File: config.mk
export PLATFORM = sky130hd
export DESIGN_NAME = ehgu_modulo_fifo
export DESIGN_NICKNAME = d
export VERILOG_FILES = /design/src/rtl/ehgu_modulo_fifo.sv
export SDC_FILE = /design/constraint.sdc
export NUM_CORES = 1
export LEC_CHECK = 0
export CAP_MARGIN = 10
export CORE_ASPECT_RATIO = 0.9
export CORE_UTILIZATION = 49
export DETAILED_ROUTE_END_ITERATION = 10
export PLACE_DENSITY = 0.79
export SLEW_MARGIN = 20
export SYNTH_ARGS = -nofsm -noshare
export SYNTH_HDL_FRONTEND = slang
export SYNTH_SLANG_ARGS = --single-unit
File: constraint.sdc
create_clock -name clk -period 13.3 [get_ports clk]
set_input_delay 2.66 -clock clk [delete_from_list [all_inputs] [get_ports clk]]
set_output_delay 2.66 -clock clk [all_outputs]
set_load 0.03 [all_outputs]
File: src/rtl/ehgu_modulo_fifo.sv
// First-word-fall-through FIFO with non-power-of-two depth, modulo-wrapped pointers,
// binary/thermometer occupancy and a saturating producer back-pressure counter.
module ehgu_modulo_fifo #(
    parameter int unsigned DP_WIDTH        = 8,
    parameter int unsigned DEPTH           = 6,
    parameter int unsigned ALMOST_FULL_LVL = DEPTH - 1
) (
    input  logic                clk,
    input  logic                rst,
    input  logic                in_valid,
    output logic                in_ready,
    input  logic [DP_WIDTH-1:0] in_data,
    output logic                out_valid,
    input  logic                out_ready,
    output logic [DP_WIDTH-1:0] out_data,
    output logic [7:0]          level,
    output logic [254:0]        level_therm,
    output logic                almost_full,
    input  logic                stall_clr,
    output logic [DP_WIDTH-1:0] stall_cnt
);

    localparam int unsigned         AW        = (DEPTH > 1) ? $clog2(DEPTH) : 1;
    localparam logic [7:0]          PTR_LAST  = 8'(DEPTH - 1);
    localparam logic [7:0]          LVL_FULL  = 8'(DEPTH);
    localparam logic [DP_WIDTH-1:0] STALL_MAX = '1;

    function automatic logic [7:0] modulo_inc(input logic [7:0] p);
        return (p == PTR_LAST) ? 8'd0 : p + 8'd1;
    endfunction

    function automatic logic [DP_WIDTH-1:0] saturate_inc(input logic [DP_WIDTH-1:0] x);
        return (x == STALL_MAX) ? x : x + DP_WIDTH'(1);
    endfunction

    function automatic logic [254:0] bin2therm(input logic [7:0] v);
        logic [254:0] t;
        t = '0;
        for (int unsigned i = 0; i < 255; i++) begin
            t[i] = (i < 32'(v));
        end
        return t;
    endfunction

    logic [DP_WIDTH-1:0] mem [DEPTH];
    logic [7:0]          wr_ptr;
    logic [7:0]          rd_ptr;
    logic [7:0]          level_next;
    logic                run;
    logic                push;
    logic                pop;

    // run holds in_ready low while reset is asserted without an input-to-output path
    assign in_ready  = run && (level != LVL_FULL);
    assign out_valid = (level != 8'd0);
    assign out_data  = out_valid ? mem[rd_ptr[AW-1:0]] : '0;

    assign push = in_valid && in_ready;
    assign pop  = out_valid && out_ready;

    always_comb begin
        level_next = level;
        if (push && !pop) begin
            level_next = level + 8'd1;
        end else if (pop && !push) begin
            level_next = level - 8'd1;
        end
    end

    always_ff @(posedge clk or posedge rst) begin
        if (rst) begin
            run         <= 1'b0;
            wr_ptr      <= '0;
            rd_ptr      <= '0;
            level       <= '0;
            level_therm <= '0;
            almost_full <= 1'b0;
            stall_cnt   <= '0;
        end else begin
            run         <= 1'b1;
            level       <= level_next;
            level_therm <= bin2therm(level_next);
            almost_full <= (32'(level_next) >= ALMOST_FULL_LVL);
            if (push) begin
                wr_ptr <= modulo_inc(wr_ptr);
            end
            if (pop) begin
                rd_ptr <= modulo_inc(rd_ptr);
            end
            if (stall_clr) begin
                stall_cnt <= '0;
            end else if (in_valid && !in_ready) begin
                stall_cnt <= saturate_inc(stall_cnt);
            end
        end
    end

    always_ff @(posedge clk) begin
        if (push) begin
            mem[wr_ptr[AW-1:0]] <= in_data;
        end
    end

    a_in_data_held : assert property (@(posedge clk) disable iff (rst)
        (in_valid && !in_ready) |=> (!in_valid || $stable(in_data)));

    a_head_stable : assert property (@(posedge clk) disable iff (rst)
        (out_valid && !out_ready) |=> (out_valid && $stable(out_data)));

endmodule
======== After elaboration in Yosys (flattened, before gate mapping) ========
Memories as Yosys holds them, arrays and structs flattened.
Cells that the tools add are included.
cells by class
  reduce and logical (&&, ||, !) cells .... 12
  eq/ne operators ......................... 5
  mux-type cells .......................... 10
  add/subtract/negate cells ............... 5
  $lt $le $gt $ge ......................... 256
operator list
  kind                                                   number
  < comparator 8 bit, first input constant               127
  < comparator 7 x 8 -> 1 bit, first input constant      64
  < comparator 6 x 8 -> 1 bit, first input constant      32
  < comparator 5 x 8 -> 1 bit, first input constant      16
  < comparator 4 x 8 -> 1 bit, first input constant      8
  2-to-1 mux 8 bit                                       8
  adder 8 x 1 -> 8 bit, second input constant            4
  < comparator 3 x 8 -> 1 bit, first input constant      4
  == test 8 x 3 -> 1 bit, second input constant          2
  < comparator 1 x 8 -> 1 bit, first input constant      2
  < comparator 2 x 8 -> 1 bit, first input constant      2
  == test 8 bit, second input constant                   1
  >= comparator 8 x 3 -> 1 bit, second input constant    1
  inequality test 8 x 3 -> 1 bit, second input constant  1
  nonzero test 8 bit                                     1
  subtractor 8 x 1 -> 8 bit, second input constant       1
  logical AND 1 bit                                      6
  zero test 1 bit                                        3
  2-to-1 mux 1 bit                                       2
  inequality test 2 bit, second input constant           1
  AND reduction 2 bit                                    1
  nonzero test 2 bit                                     1
storage, ports and cells
  memories kept ........................... 1
  RAM bits ................................ 48
  word-level logic and storage cells ...... 296
  input port bits ......................... 13
  bits in registers ....................... 289
memory list
  memory  depth  bits a word  rd ports  clocked after memory_dff  wr ports  RTL line  text
  mem     6      8            1         0                         1         45        logic [DP_WIDTH-1:0] mem [DEPTH];

======== Longest topological paths before layout ========
Gate-level depths: netlist of run 1.
  depth after elaboration ................. 8
  depth in mapped cells ................... 12

======== Worst setup path before layout of run 1 ========
OpenSTA, ideal clock, no wires.
  path type ............................... reg-to-output
  start point ............................. reg rd_ptr[0]
  end point ............................... out out_data[0]
  stages on the path, launching flop included .. 5
  data arrival time ....................... 2.227 ns
  slack ................................... 8.413 ns
  cell sequence ........................... dfrtp_1 clkbuf_1 clkbuf_1 mux2i_1 a211oi_1
between the ends
  word-level cells in the longest chain between the ends .. 2
ends and longest elaborated chain
  what                      RTL line  text
  start: declaration        47        logic [7:0] rd_ptr;
  start signal: assignment  88        rd_ptr <= modulo_inc(rd_ptr);
  memory read (6 x 8 bit)   --
  2-to-1 mux 8 bit          56        assign out_data = out_valid ? mem[rd_ptr[AW-1:0]] : '0;
  end: declaration          15        output logic [DP_WIDTH-1:0] out_data,
No other way between the ends.

======== Worst setup path after layout of run 1 ========
  start point ............................. in out_ready
  end point ............................... reg level_therm[5]
between the ends
  word-level cells in the longest chain between the ends .. 5
  elaborated cells on any way between the ends .. 7
ends and longest elaborated chain
  what                                                          RTL line  text
  start: declaration                                            14        input logic out_ready,
  logical AND 1 bit *                                           59        assign pop = out_valid && out_ready;
  logical AND 1 bit / zero test 1 bit (equally long branches)   65, 63
  2-to-1 mux 8 bit / logical AND 1 bit (equally long branches)  65, 63
  2-to-1 mux 8 bit *                                            63        if (push && !pop) begin
  < comparator 3 x 8 -> 1 bit *                                 40        t[i] = (i < 32'(v));
  end signal: assignment                                        82        level_therm <= bin2therm(level_next);
  end: declaration                                              17        output logic [254:0] level_therm,
Every way passes the cells marked *; elsewhere a longest branch is shown, timed or not.
A chain may end at the register's enable or synchronous reset.

==> out/metrics.csv, run 1 <==
metric,value,unit
finClkSkew,22.8,ps
fin_setup_tns,0,ps
cts-root-buf,clkbuf_16,
dp_hpwl,21800,µm
seqCellArea,8650,µm²
placed_cell_area,15500,µm²
highest-signal-layer,met4,
crit_start,out_ready,
ir_worst_vdd,0.163,mV
numCtsBuffers,34,
worst_slew_pin_slew,1110,ps
final_cells,1564,
crit_type,primary input to flop,
max_freq,165,MHz
fin_ws,7220,ps
finalHoldViolations,0,
cts_tree,built,
synth_nets,953,
worstReg2RegEnd,level_therm[5],
grt_max_degree,132,
clockBufferDepth,3,
r2r-start,level[0],
synth_top_area_cell,dfrtp_1,
cp.required,13640,ps
cp-start-kind,primary input,
worst_r2r_path_depth,10,
antennaDiodeCount,0,
path_delay_family,buffers and inverters,
fillCellCount,1711,
leakage,7.01,nW
fin_area,16600,µm²
drv_cap,0,
min_to,wr_ptr[7],
multiInputGateArea,3230,µm²
syn_inst,932,
die_w,169,µm
drc,0,
drtPass1Iterations,5,
dpl.cell_count,1502,
grt.overflow.total,0,
viasPerCell,5.62,
min_path_type,flop to flop,
rsz0062_at_grt,false,
r2r_slack,9020,ps
grt_pass1_vias,8568,
vias,8795,
outcome,"complete, no violations",
drive_gt1_share,11.0,%
fin_nets,1223,
hold_ws,473,ps
wl_met2,16500,µm
crit_fanout,72,
antenna_found_initial,0,
numClockSinks,336,
finalCritPeriodShare,45.7,%
routed_wl,34200,µm
initial_core_util,50.3,%
fin_util,68.3,%
synth_area,12300,µm²
synth_edf_count,48,
post-place-ws,6480,ps
clk_latency,520,ps
cts_resized,0,
holdCritStartpoint,wr_ptr[7],
ant_nets,0,
p_per_area,298,nW/µm²
synth_area_leaders,"dfrtp_1 59%, edfxtp_1 12%, a21oi_1 3.9%",
clk_pin_slew,60,ps
setup_viol,0,
synth_top_area_share,58.7,%
drt_iter0_drc,785,
ys.flop_type,dfrtp_1,
ys_seq_area_share,70.5,%
cp-end-kind,flop,
htreeDepth,2,
portBuffers,294,
slew_headroom,26.2,%
synthArstFlopShare,85.7,%
met3_length,2530,µm
row_count,54,
worst-path-buf-inv,3,
syn_avg_cell_area,13.2,µm²
slew_viol_final,0,
max_stage_delay,930,ps
wl_met1,13600,µm
worst_hold_path.num_cells,1,
period_minus_slack,6080,ps
cp.arrival,6410,ps
power,4.96,mW
core,24400,µm²
ys_seq_elements,336,
die_h,152,µm
post_cts_buffers,0,
area_growth,35.7,%
cp_slowest_cell,nor4_4,
hold_buffers,0,
post_drt_wl_per_cell,21.9,µm
grt_pass1_wl,52000,µm
yosysWarnings,0,
die-area,25700,µm²
gp_congestion,0.849,
ys_types,76,
io_pins,295,
worstPathCellList,"clkdlybuf4s50_1, a21bo_2, a2111oi_2, a32o_1, xnor2_4, buf_4, inv_2, nor4_4, nand2_1",
grt_use_total,27.1,%
==> cells in the mapped netlist (all sizes together) (10+ instances only) <==
master,instances
dfrtp,288
a21oi,98
o21ai,84
nor2,54
nand2,49
edfxtp,48
clkbuf,41
buf,38
inv,24
a211oi,18
nand3,17
a22oi,15
a31oi,14
nand4,14
o31ai,13
xnor2,12
nor4,11
nor3,10
==> cell families after synthesis <==
logic type / after synthesis / synth area share (%)
other cells: 1 / 0.0306
compound gates: 262 / 12.7
mux: 17 / 2.21
fa+ha+maj: 9 / 0.897
flops: 336 / 70.5
buf+inv: 104 / 3.86
simple gates: 184 / 8.34
xor+xnor: 19 / 1.48
==> layer usage <==
metal / track usage (%) / vias to the layer above
met1: 35.8 / 4433
met5: 0 / -
met2: 43.6 / 427
li1: - / 3838
met4: 12.4 / 0
met3: 5.21 / 97
==> where the power goes <==
part           total, mW  leakage [nW]  switching [mW]  internal (mW)
logic               2.45          2.37            1.64          0.812
clock network      0.971         0.566           0.393          0.578
registers           1.54          4.08           0.171           1.37
total               4.96          7.01            2.20           2.76
==> flip-flops by register name (all words and copies together), names as in the netlist <==
signal       count
level            7
almost_full      1
level_therm    255
wr_ptr           8
mem             48
stall_cnt        8
rd_ptr           8
run              1
==> worst reg2reg max path: cells and delay by family (launching register included) <==
kind	cells	cell delay, ps
adders and majority gates	1	270
and+or+nand+nor	3	1260
DFF	1	470
xor gates and xnor gates	1	130
AOI/OAI and AO/OA	2	770
buffers and inverters	3	1200
==> cell type report <==
type / instances / area share, %
Sequential cell: 336 / 51.9
Multi-Input combinational cell: 492 / 19.4
Timing Repair Buffer: 313 / 18.6
Clock buffer: 47 / 5.88
Tap cell: 336 / 2.52
Clock inverter: 15 / 1.04
Inverter: 25 / 0.639
==> worst max path at each step <==
| stage | to | slack (ps) | depth (start not counted) |
|---|---|---|---|
| after floorplan | almost_full | 2690 | 1 |
| after global placement | level_therm[30] | 6690 | 9 |
| after detailed placement | level_therm[61] | 6480 | 9 |
| after CTS | level_therm[60] | 6940 | 9 |
| after global routing | level_therm[14] | 6920 | 9 |
| final | level_therm[5] | 7220 | 9 |
==> cell usage in the layout (no fill, tap or decap), types with 5 or more instances in the layout <==
cell / netlist / final
inv_1: 19 / 18
nand2_1: 48 / 48
edfxtp_1: 48 / 48
nand3_1: 14 / 14
nor3_1: 6 / 6
nand4_1: 13 / 13
clkinv_2: 0 / 6
a22oi_1: 15 / 15
xor2_1: 6 / 6
o21ai_2: 4 / 5
a211oi_1: 18 / 18
clkdlybuf4s50_1: 0 / 294
clkbuf_1: 41 / 5
a31oi_1: 14 / 14
nor2_1: 53 / 51
a21oi_1: 96 / 94
clkbuf_8: 0 / 8
nor4_4: 4 / 5
mux2i_1: 8 / 8
xnor2_1: 11 / 10
ha_1: 8 / 8
o31ai_1: 12 / 12
clkbuf_16: 0 / 34
o21ai_1: 36 / 35
o21ai_0: 44 / 44
dfrtp_1: 288 / 288
mux4_2: 8 / 8
buf_4: 6 / 18
inv_2: 5 / 5
Power figures use the tool's default switching activity.
==> inputs of run 2 (changes only) <==
CORE_UTILIZATION = 45   (was 49)
PLACE_DENSITY = 0.76   (was 0.79)
clock period = 5.5 ns   (was 13.3 ns; I/O delays follow)
==> out/metrics.csv, run 2 (same netlist as run 1, synthesis figures left out) <==
metric,value,unit,change
outcome,"complete, no violations",,
cts_resized,0,,unchanged
crit_fanout,9,,-88%
worst_slew_pin_slew,1070,ps,-37.8 ps
post_drt_wl_per_cell,22.6,µm,+3.4%
final_cell_mix,"294 x clkdlybuf4s50_1, 287 x dfrtp_1, 94 x a21oi_1, 52 x nor2_1",,
numCtsBuffers,35,,+2.9%
numClockSinks,336,,unchanged
rsz0062_at_grt,false,,
crit_start,level[0],,
worstReg2RegEnd,level_therm[118],,
antenna_found_initial,0,,unchanged
r2r_slack,1450,ps,-7570 ps
slew_viol_final,0,,unchanged
grt.overflow.total,0,,unchanged
drc,0,,unchanged
post_cts_buffers,0,,unchanged
crit_type,flop to output pin,,
antennaDiodeCount,0,,unchanged
hold_ws,470,ps,-3.40 ps
max_freq,230,MHz,
largest_reg_flops,255,,unchanged
cp.required,4400,ps,-9240 ps
grt_use_total,25.7,%,-1.4 points
finClkSkew,25.7,ps,+2.82 ps
grt_pass1_vias,8560,,-0.093%
r2r-start,level[0],,
io_pins,295,,unchanged
vias,8804,,+0.10%
setup_viol,0,,unchanged
fin_setup_tns,0,ps,unchanged
grt_max_degree,170,,+29%
dp_hpwl,23100,µm,+6.1%
worst_hold_path.num_cells,1,,unchanged
ir_worst_vdd,0.433,mV,+170%
top_register,level_therm,,
cts_tree,built,,
routed_wl,35800,µm,+4.7%
clk_latency,520,ps,about the same
final_common_cell,clkdlybuf4s50_1,,
min_to,wr_ptr[7],,
die_h,159,µm,+4.3%
slew_headroom,27.7,%,+1.5 points
min_path_type,flop to flop,,
core,26400,µm²,+8.3%
drtPass1Iterations,5,,unchanged
worst_r2r_path_depth,9,,-1
clockBufferDepth,3,,unchanged
hold_buffers,0,,unchanged
final_cells,1583,,+1.2%
holdCritStartpoint,wr_ptr[7],,
drive_gt1_share,11.8,%,+0.83 points
area_growth,36.8,%,
die_w,176,µm,+4.3%
cp-start-kind,flop,,
drt_iter0_drc,728,,-7.3%
cp.arrival,3240,ps,-3170 ps
p_per_area,726,nW/µm²,+140%
drv_cap,0,,unchanged
fin_nets,1229,,+0.49%
grt_pass1_wl,52800,µm,+1.7%
portBuffers,294,,unchanged
ant_nets,0,,unchanged
gp_congestion,0.843,,-0.77%
finalHoldViolations,0,,unchanged
clk_pin_slew,60,ps,about the same
cts-root-buf,clkbuf_16,,
dpl.cell_count,1519,,+1.1%
fin_util,63.5,%,-4.7 points
finalCritPeriodShare,78.9,%,
die-area,27900,µm²,+8.8%
initial_core_util,46.5,%,-3.9 points
leakage,7.08,nW,+0.95%
viasPerCell,5.56,,-1.1%
row_count,56,,+3.7%
cp-end-kind,output pin,,
htreeDepth,2,,unchanged
period_minus_slack,4340,ps,
==> run 2: cell count changes in the layout (fill, tap and decap cells not counted), sizes merged <==
cell,change
clkbuf,-1
bufinv,+2
clkinvlp,+1
clkinv,+2
buf,+5
inv,-2
==> run 2: through the flow <==
| step | worst slack (ps) | power [mW] | area [µm²] |
|---|---|---|---|
| 2_1_floorplan | 581 | 7.16 | 12300 |
| 3_3_place_gp | 872 | 9.63 | 15500 |
| 3_5_place_dp | 817 | 9.68 | 15500 |
| 4_1_cts | 1090 | 12.2 | 16800 |
| 5_1_grt | 1020 | 12.7 | 16800 |
| 6_report | 1160 | 12.2 | 16800 |
==> run 2: power breakdown <==
part / leakage [nW] / internal (mW) / switching, mW
clock network: 0.615 / 1.54 / 0.974
logic: 2.38 / 1.97 / 3.92
registers: 4.08 / 3.30 / 0.478
total: 7.08 / 6.81 / 5.37
==> run 2: worst max-delay path by stage <==
stage,endpoint,slack [ps],depth (start not counted)
after detailed placement,level_therm[94],820,9
after CTS,out_data[3],1090,6
after global placement,level_therm[114],870,9
final,out_data[3],1160,6
after floorplan,almost_full,580,1
after global routing,out_data[3],1020,6
==> run 2: per-layer routing <==
metal	part of all wire (%)	track usage, %
met5	0	0
met4	3.7	10.3
met3	6.7	5.13
met2	49	41.4
met1	41	34.3
==> run 2: critical path, stage by stage, from the launching register on <==
cell,delay [ps]
dfrtp_1,470
inv_1,190
ha_1,230
or3b_1,440
nor2_1,600
a211oi_1,150
clkdlybuf4s50_1,650
==> run 2: final cells by class <==
| class | instances | area, µm² |
|---|---|---|
| Fill cell | 1957 | 9630 |
| Timing Repair Buffer | 318 | 3140 |
| Multi-Input combinational cell | 492 | 3210 |
| Clock buffer | 46 | 1010 |
| Inverter | 25 | 103 |
| Clock inverter | 18 | 239 |
| Tap cell | 348 | 435 |
| Sequential cell | 336 | 8650 |
==> inputs of run 3 (changes only) <==
CORE_UTILIZATION = 49   (was 45)
PLACE_DENSITY = 0.79   (was 0.76)
clock period = 4.4 ns   (was 5.5 ns; I/O delays follow)
==> out/metrics.csv, run 3 (same netlist as run 1, synthesis figures left out) <==
metric,value,unit,change
slew_viol_final,0,,unchanged
p_per_area,897,nW/µm²,+24%
final_cell_mix,"294 x clkdlybuf4s50_1, 288 x dfrtp_1, 95 x a21oi_1, 52 x nor2_1",,
cp.arrival,3240,ps,about the same
rsz0062_at_grt,false,,
fin_ws,277,ps,-884 ps
portBuffers,294,,unchanged
slew_headroom,39.6,%,+12 points
finClkSkew,12.2,ps,-13.4 ps
crit_type,flop to output pin,,
dpl.cell_count,1532,,+0.86%
hold_ws,473,ps,+3.30 ps
ir_worst_vdd,0.475,mV,+9.8%
fin_setup_tns,0,ps,unchanged
numClockSinks,336,,unchanged
drtPass1Iterations,5,,unchanged
setup_viol,0,,unchanged
die_w,169,µm,-4.1%
final_common_cell,clkdlybuf4s50_1,,
fin_area,16800,µm²,+0.11%
largest_reg_flops,255,,unchanged
leakage,7.13,nW,+0.79%
grt_pass1_wl,53300,µm,+0.82%
numCtsBuffers,35,,unchanged
viasPerCell,5.59,,+0.48%
fillCellCount,1702,,-13%
post-place-ws,544,ps,-273 ps
post_drt_wl_per_cell,21.9,µm,-3.3%
clk_pin_slew,60,ps,about the same
post_cts_buffers,0,,unchanged
finalHoldViolations,0,,unchanged
core,24400,µm²,-7.7%
fin_util,68.9,%,+5.4 points
placed_cell_area,15700,µm²,+1.1%
min_path_type,flop to flop,,
die_h,152,µm,-4.1%
r2r_slack,930,ps,-520 ps
finalCritPeriodShare,93.7,%,
drive_gt1_share,12.2,%,+0.38 points
antennaDiodeCount,0,,unchanged
final_cells,1590,,+0.44%
hold_buffers,0,,unchanged
crit_fanout,9,,unchanged
vias,8885,,+0.92%
cp-end-kind,output pin,,
cp-start-kind,flop,,
row_count,54,,-3.6%
drt_iter0_drc,898,,+23%
top_register,level_therm,,
clk_latency,510,ps,about the same
grt_use_total,27.5,%,+1.8 points
max_freq,243,MHz,
clockBufferDepth,3,,unchanged
fin_nets,1254,,+2.0%
die-area,25700,µm²,-8.1%
power,15.1,mW,+24%
htreeDepth,2,,unchanged
cts_resized,0,,unchanged
drv_cap,0,,unchanged
cts_tree,built,,
drc,0,,unchanged
area_growth,36.9,%,
cts-root-buf,clkbuf_16,,
initial_core_util,50.3,%,+3.9 points
antenna_found_initial,0,,unchanged
gp_congestion,0.931,,+10%
worst_slew_pin_slew,905,ps,-164 ps
dp_hpwl,23100,µm,-0.20%
io_pins,295,,unchanged
cp.required,3520,ps,-880 ps
outcome,"complete, no violations",,
routed_wl,34800,µm,-2.9%
grt_pass1_vias,8931,,+4.3%
period_minus_slack,4120,ps,
ant_nets,0,,unchanged
grt_max_degree,135,,-21%
grt.overflow.total,0,,unchanged
-- run 3: cell types whose count changed in the layout (fill, tap and decap cells not counted), moves of 2 or more --
cell and change:
clkinv_1 +2, clkbuf_8 -3, nor4_1 +2, clkinv_2 -4, bufinv_16 -3, clkbuf_1 +5, clkinvlp_4 -2, buf_4 +24
-- run 3: critical path, stage by stage, from the launching register on --
cell and delay (ps):
dfrtp_1 470, inv_1 190, ha_1 260, or3b_1 450, nor2_1 570, a211oi_1 140, clkdlybuf4s50_1 640
-- run 3: worst paths after layout --
kind	startpoint	end	depth (start not counted)
hold / removal	rd_ptr[7]	rd_ptr[7]	1
max in group asynchronous	rst	level_therm[155]	3
setup / recovery	level[0]	out_data[2]	6
setup reg to reg	level[0]	level_therm[64]	11
min in group asynchronous	rst	level_therm[117]	2
hold reg to reg	rd_ptr[7]	rd_ptr[7]	1
-- run 3: per-layer routing --
layer	global-route usage (%)	share of wire, %	up-vias
met5	0	0	-
met4	11.4	4.0	0
met3	5.03	6.8	89
met2	45.4	49	429
met1	36.0	40	4468
li1	-	-	3899
-- run 3: cell type report --
cell class	count	area, µm²	share of cell area (%)
Multi-Input combinational cell	492	3190	19.0
Timing Repair Buffer	343	3340	19.9
Inverter	25	103	0.611
Clock buffer	49	1010	6.02
Sequential cell	336	8650	51.5
Clock inverter	9	96.3	0.573
Tap cell	336	420	2.50
-- run 3: report_power, final --
group | switching (mW) | leakage [nW] | internal (mW)
clock | 1.14 | 0.545 | 1.71
sequential | 0.541 | 4.08 | 4.13
combinational | 4.96 | 2.51 | 2.59
total | 6.64 | 7.13 | 8.43
